<file path="src/rtl/squeeze_pkg.sv">
// Shared types and sizing helpers for the squeeze-layer ofm writer.
package squeeze_pkg;

  localparam int WORD_W = 16;
  typedef logic [WORD_W-1:0] word_t;

  typedef enum logic {IDLE = 1'b0, DRAIN = 1'b1} state_t;

  function automatic int calc_aw(input int dsp_no, input int wout);
    return $clog2(dsp_no * wout * wout);
  endfunction

  // Counter width that stays >= 1 bit for degenerate sizes
  function automatic int cnt_w(input int n);
    return (n > 1) ? $clog2(n) : 1;
  endfunction

endpackage

</file>
<file path="src/rtl/squeeze_fm_addr_gen.sv">
// Channel/pixel counters and channel-major address generation.
// The channel stride (ch*WOUT*WOUT) is accumulated, not multiplied.
module squeeze_fm_addr_gen
  import squeeze_pkg::*;
#(
  parameter int WOUT   = 8,
  parameter int DSP_NO = 112,
  parameter int AW     = calc_aw(DSP_NO, WOUT),
  parameter int CW     = cnt_w(DSP_NO),
  parameter int PW     = cnt_w(WOUT * WOUT)
) (
  input  logic          clk,
  input  logic          rst,
  input  logic          step,
  input  logic          clr_pix,
  output logic [CW-1:0] ch,
  output logic [AW-1:0] addr,
  output logic          last_ch,
  output logic          last_pix,
  output logic          pix_zero
);

  localparam int PIX = WOUT * WOUT;
  localparam logic [CW-1:0] CH_LAST  = CW'(DSP_NO - 1);
  localparam logic [PW-1:0] PIX_LAST = PW'(PIX - 1);

  logic [PW-1:0] pix;
  logic [AW-1:0] stride;

  assign last_ch  = (ch == CH_LAST);
  assign last_pix = (pix == PIX_LAST);
  assign pix_zero = (pix == '0);
  assign addr     = stride + AW'(pix);

  always_ff @(posedge clk) begin
    if (rst) begin
      ch     <= '0;
      stride <= '0;
      pix    <= '0;
    end else begin
      if (step) begin
        if (last_ch) begin
          ch     <= '0;
          stride <= '0;
          pix    <= last_pix ? '0 : pix + 1'b1;
        end else begin
          ch     <= ch + 1'b1;
          stride <= stride + AW'(PIX);
        end
      end
      // An incomplete layer restarts the pixel count, overriding any advance
      if (clr_pix) pix <= '0;
    end
  end

endmodule

</file>
<file path="src/rtl/squeeze_ofm_writer.sv">
// Captures the parallel squeeze ofm vector and drains it one channel per cycle
// into the feature-map RAM. Optional ReLU at the write port: SQUEEZE_WRITER_RELU_EN.
module squeeze_ofm_writer
  import squeeze_pkg::*;
#(
  parameter int WOUT   = 8,
  parameter int DSP_NO = 112,
  parameter int WIDTH  = 16,
  parameter int AW     = calc_aw(DSP_NO, WOUT)
) (
  input  logic                          clk,
  input  logic                          rst,
  input  logic                          sample_i,
  input  logic                          finish_i,
  input  logic [DSP_NO-1:0][WIDTH-1:0]  ofm_i,
  output logic                          wr_en_o,
  output logic [AW-1:0]                 wr_addr_o,
  output logic [WIDTH-1:0]              wr_data_o,
  output logic                          busy_o,
  output logic                          layer_done_o,
  output logic                          overrun_o,
  output logic                          count_err_o
);

  localparam int CW = cnt_w(DSP_NO);

  state_t                       state, state_nx;
  logic [DSP_NO-1:0][WIDTH-1:0] cap_q;
  logic                         capture, step;
  logic                         fin_pend, done_q, ovr_q, err_q;
  logic [CW-1:0]                ch;
  logic [AW-1:0]                addr;
  logic                         last_ch, last_pix, pix_zero;
  logic                         drain, exit_w, exit_err, idle_fin;
  logic [WIDTH-1:0]             cur;

  assign drain    = (state == DRAIN);
  assign exit_w   = drain & last_ch;
  // A finish seen during (or at the end of) a drain is only legal on the final pixel
  assign exit_err = exit_w & (fin_pend | finish_i) & ~last_pix;
  assign idle_fin = ~drain & finish_i & ~sample_i & ~pix_zero;

  squeeze_fm_addr_gen #(
    .WOUT(WOUT), .DSP_NO(DSP_NO), .AW(AW), .CW(CW)
  ) u_addr (
    .clk      (clk),
    .rst      (rst),
    .step     (step),
    .clr_pix  (exit_err | idle_fin),
    .ch       (ch),
    .addr     (addr),
    .last_ch  (last_ch),
    .last_pix (last_pix),
    .pix_zero (pix_zero)
  );

  always_comb begin
    state_nx = state;
    capture  = 1'b0;
    step     = 1'b0;
    case (state)
      IDLE: begin
        if (sample_i) begin
          capture  = 1'b1;
          state_nx = DRAIN;
        end
      end
      DRAIN: begin
        step = 1'b1;
        if (last_ch) begin
          capture  = sample_i;
          state_nx = sample_i ? DRAIN : IDLE;
        end
      end
      default: state_nx = IDLE;
    endcase
  end

  always_ff @(posedge clk) begin
    if (rst) begin
      state    <= IDLE;
      fin_pend <= 1'b0;
      done_q   <= 1'b0;
      ovr_q    <= 1'b0;
      err_q    <= 1'b0;
    end else begin
      state  <= state_nx;
      done_q <= exit_w & last_pix;
      if (drain & sample_i & ~last_ch) ovr_q <= 1'b1;
      if (exit_err | idle_fin)         err_q <= 1'b1;
      if (exit_w)                                fin_pend <= 1'b0;
      else if (finish_i & (drain | sample_i))    fin_pend <= 1'b1;
    end
  end

  // Buffer contents need no reset; they are only read while draining
  always_ff @(posedge clk) begin
    if (capture) cap_q <= ofm_i;
  end

`ifdef SQUEEZE_WRITER_RELU_EN
  assign cur = cap_q[ch][WIDTH-1] ? '0 : cap_q[ch];
`else
  assign cur = cap_q[ch];
`endif

  assign wr_en_o      = drain;
  assign busy_o       = drain;
  assign wr_addr_o    = drain ? addr : '0;
  assign wr_data_o    = drain ? cur : '0;
  assign layer_done_o = done_q;
  assign overrun_o    = ovr_q;
  assign count_err_o  = err_q;

endmodule

</file>
<file path="config.mk">
export PLATFORM = sky130hd
export DESIGN_NAME = squeeze_ofm_writer
export DESIGN_NICKNAME = d
export VERILOG_FILES = /design/src/rtl/squeeze_pkg.sv /design/src/rtl/squeeze_fm_addr_gen.sv /design/src/rtl/squeeze_ofm_writer.sv
export SDC_FILE = /design/constraint.sdc
export NUM_CORES = 2
export LEC_CHECK = 0
export CORE_AREA = 2 2 714 716
export CTS_CLUSTER_SIZE = 8
export DETAILED_ROUTE_END_ITERATION = 16
export DIE_AREA = 0 0 716 718
export PLACE_DENSITY = 0.3
export SLEW_MARGIN = 20
export SYNTH_ARGS = -nofsm -noshare
export SYNTH_HDL_FRONTEND = slang
export SYNTH_SLANG_ARGS = --single-unit
</file>
<file path="constraint.sdc">
create_clock -name clk -period 88.5 [get_ports clk]
set_input_delay 8.85 -clock clk [delete_from_list [all_inputs] [get_ports clk]]
set_output_delay 8.85 -clock clk [all_outputs]
set_load 0.01 [all_outputs]
</file>
==> impl_metrics.py <==
metrics = {
    "sta": {
        "worst_clock_skew_ps": 66.73,
        "post-route-period-util_pct": 18.01,
        "finalCriticalPeriod_ps": 15940,
        "worst_hold_slack_ps": 450.3,
        "finalMaxSlewViolations": 0,
        "finalSetupTns_ps": 0,
        "finalHoldViolCount": 0,
        "timing.max_slew.rel_slack_pct": 22.80,
        "tightest_slew_ps": 1126,
        "setup_violations": 0,
        "clock.fmax_mhz": 62.73,
        "rsz0062_at_grt": "no",
    },
    "setup_path": {
        "worst_r2r_startpoint": "u_addr.ch[4]",
        "crit_path_cell_trace": "buf_4 > buf_4 > buf_4 > buf_4 > mux4_2 > a22oi_1 > a21oi_2 > buf_4 > o32a_1 > clkdlybuf4s50_1",
        "r2r_end": "cap_q[1722]",
        "timing.critical_path.fanout_max": 33,
        "start_kind": "flip-flop",
        "cp-endpoint": "wr_data_o[8]",
        "crit_cells": 10,
        "worstPathArrival_ps": 7090,
        "reg2reg_depth": 12,
        "critical_path_buf_inv_count": 6,
        "reg2reg_setup_slack_ps": 79960,
        "crit_path_frequent_cell": "buf_4",
        "timing.setup.critical_path_class": "reg -> out",
        "family_with_the_most_delay_on_the_worst_path": "buffers and inverters",
        "slowest_delay_ps": 770,
        "worst_setup_path_startpoint": "u_addr.ch[0]",
        "timing.critical_path.required_ps": 79650,
        "critPathSlowestCell": "buf_4",
        "crit_path_end_kind": "output pin",
    },
    "clocking": {
        "cts.reportedPaths.clkPinSlew_ps": 50,
        "tritoncts": "built",
        "numClockSinks": 1817,
        "hold_buffers": 0,
        "cts.htree.levels": 5,
        "cts_inserted_buffers": 275,
        "post_cts_repair_setup_buffers": 0,
        "clk_path_buf_depth": 4,
        "cts-resized-gates": 0,
        "cts.root.buffer_cell": "clkbuf_16",
        "clock_insertion_delay_worst_skew_ps": 920,
    },
    "power": {
        "intPower_w": 0.001688,
        "max-vdd-ir-drop_v": 0.00001286,
        "cellLeakagePower_nw": 32.37,
        "share_comb_of_total_power_pct": 9.2,
        "seqPwrFrac_pct": 46.3,
        "p_clk_share_pct": 44.5,
        "p_per_area_nw_per_um2": 21.11,
        "net_switching_power_of_the_design_w": 0.0005189,
        "power.switching_fraction_pct": 23.51,
    },
    "synth": {
        "synthArstFlopShare_pct": 0,
        "synth_most_common_cell": "edfxtp_1",
        "number_of_distinct_library_cells_after_synthesis": 61,
        "yosysTopAreaCell": "edfxtp_1",
        "number_of_flops_mapped_to_enable_cells_by_yosys": 1792,
        "synth.top_cells.by_count": "edfxtp_1, mux4_2, mux2i_1, a22oi_1",
        "synth.net_count": 4902,
        "yosysWarningCount": 0,
        "synth_area_um2": 69580,
        "seq_area_frac_synth_pct": 78.06,
        "postSynth.topFlopCell": "edfxtp_1",
        "syn-mean-instance-area_um2": 22.43,
        "post_synth_main_area_contributors": "edfxtp_1, mux4_2, mux2i_1",
        "synthesis.instances": 3102,
        "count_of_state_elements_after_synthesis": 1817,
        "yosysTopAreaCellShare_pct": 77.34,
    },
    "global_route": {
        "globalRouteOverflowTotal": 0,
        "grt_antenna_before_repair": 510,
        "global_route_wire_length_before_repair_um": 495400,
        "vias_in_the_first_global_route": 45210,
        "pin_count_of_the_biggest_net_entering_global_routing": 168,
        "gr-usage-all-layers_pct": 14.93,
    },
    "detailed_routing": {
        "route.vias.total": 42520,
        "first_iteration_detailed_routing_drc_count": 3290,
        "finalWirelength_um": 397100,
        "route.detailed.drc": 0,
        "dr.pass1.iters": 5,
        "routed_wire_length_per_instance_um": 32.85,
        "vias_per_cell": 3.518,
        "ant_nets": 0,
    },
    "finish": {
        "post_layout_nonfiller_instances": 12090,
        "final_nets": 6960,
        "layout_cells_sized_above_1_pct": 17.40,
        "fillCellCount": 53380,
        "area.growth.synth_to_final_pct": 50.31,
    },
    "floorplanning": {
        "core-area_um2": 507100,
        "cell_row_count": 262,
        "die_h_um": 718,
        "floorplan.die_area_um2": 514100,
        "die_w_um": 716,
        "floorplan.initialDensity_pct": 13.72,
        "io_pins": 1830,
    },
    "placement": {
        "dp.final_hpwl_um": 319100,
        "io_buffer_count": 1829,
        "gp_routability_congestion": 0.7767,
        "place.detailed.instances": 11620,
    },
    "hold_path": {
        "worstHoldPathType": "reg -> reg",
    },
    "run_status": {
        "outcome": "complete, no violations",
    },
    "flow_run": {
        "max_cap_violations": 0,
    },
}
==> cells in the final DEF (no fill, tap or decap), types with 8 or more instances in the layout <==
| cell | netlist | final |
|---|---|---|
| clkdlybuf4s50_1 | 0 | 1829 |
| edfxtp_1 | 1792 | 1792 |
| mux4_2 | 396 | 396 |
| clkbuf_16 | 0 | 280 |
| mux2i_1 | 173 | 163 |
| buf_4 | 43 | 112 |
| diode_2 | 0 | 109 |
| a22oi_1 | 98 | 98 |
| nand2_1 | 51 | 48 |
| clkbuf_1 | 50 | 48 |
| a21oi_1 | 42 | 41 |
| nor2_1 | 46 | 39 |
| nand3_1 | 19 | 19 |
| o22ai_1 | 23 | 18 |
| o221ai_1 | 18 | 18 |
| dfxtp_1 | 25 | 18 |
| and2_1 | 16 | 15 |
| nor3_1 | 25 | 13 |
| o21ai_0 | 18 | 12 |
| o2bb2ai_1 | 12 | 12 |
| nor3_2 | 0 | 12 |
| mux2_2 | 12 | 12 |
| nand4_1 | 12 | 12 |
| o32a_1 | 11 | 11 |
| a211oi_1 | 12 | 9 |
| nor2b_1 | 15 | 8 |
| o211ai_1 | 8 | 8 |
==> tightest hold or removal path: stages (launching register included) <==
cell and delay [ps]:
dfxtp_1 310, inv_1 50, a21oi_1 50
==> per-stage QoR <==
stage | cell area [um^2] | util, % | worst slack [ps] | total power (W)
global route | 104400 | 20.58 | 71890 | 0.002296
global placement | 96460 | 19.02 | 72050 | 0.001247
floorplan | 69580 | - | 32630 | 0.001179
detailed placement | 96640 | 19.06 | 72500 | 0.001249
finish | 104600 | 20.62 | 72560 | 0.002207
CTS | 104300 | 20.57 | 71940 | 0.002257
==> sequential cells by signal (all words and copies together) (netlist names) <==
| name | count |
|---|---|
| cap_q | 1792 |
| busy_o | 1 |
| u_addr.pix | 6 |
| layer_done_o | 1 |
| fin_pend | 1 |
| count_err_o | 1 |
| u_addr.ch | 7 |
| u_addr.stride | 7 |
| overrun_o | 1 |
==> area by class of cell <==
type	count	area, um^2	area share, %
Tap cell	6732	8423	8.054
Multi-Input combinational cell	1104	14480	13.84
Timing Repair Buffer	1953	19370	18.52
Clock inverter	36	490.5	0.4689
Clock buffer	328	7187	6.872
Sequential cell	1817	54330	51.95
Inverter	9	33.78	0.03230
Antenna cell	109	272.8	0.2608
==> worst min path at each step <==
stage / start / end / cells after the start / slack (ps)
floorplan: fin_pend / fin_pend / 2 / 430
global placement: fin_pend / fin_pend / 2 / 440
detailed placement: fin_pend / fin_pend / 2 / 440
CTS: fin_pend / fin_pend / 2 / 450
global route: fin_pend / fin_pend / 2 / 480
finish: fin_pend / fin_pend / 2 / 450
==> power by group through the flow <==
stage | combinational (W) | sequential [W] | clock, W
finish | 0.000203 | 0.00102 | 0.000982
global route | 0.000218 | 0.00102 | 0.00105
CTS | 0.000211 | 0.00102 | 0.00102
detailed placement | 0.000211 | 0.00104 | 0
global placement | 0.000209 | 0.00104 | 0
floorplan | 0.0000712 | 0.00111 | 0
==> logic make-up (layout without fill, tap and decap cells) <==
logic type | after synthesis | in the layout | share of synthesized area [%]
adders and majority gates | 4 | 4 | 0.07193
muxes | 582 | 582 | 15.54
other | 0 | 109 | 0
buffers and inverters | 181 | 2326 | 1.570
DFF | 1817 | 1817 | 78.06
and+or+nand+nor | 208 | 208 | 1.471
xor gates and xnor gates | 11 | 11 | 0.1385
AOI/OAI and AO/OA | 299 | 299 | 3.154
==> per-layer routing <==
layer | share of wire, % | GRT usage (%) | vias up
li1 | - | - | 17480
met3 | 8.1 | 4.983 | 1066
met5 | 0.32 | 0 | -
met4 | 2.7 | 3.164 | 194
met2 | 52 | 27.24 | 2203
met1 | 37 | 16.74 | 21580
Note: power is estimated with default switching activity, not from simulation.
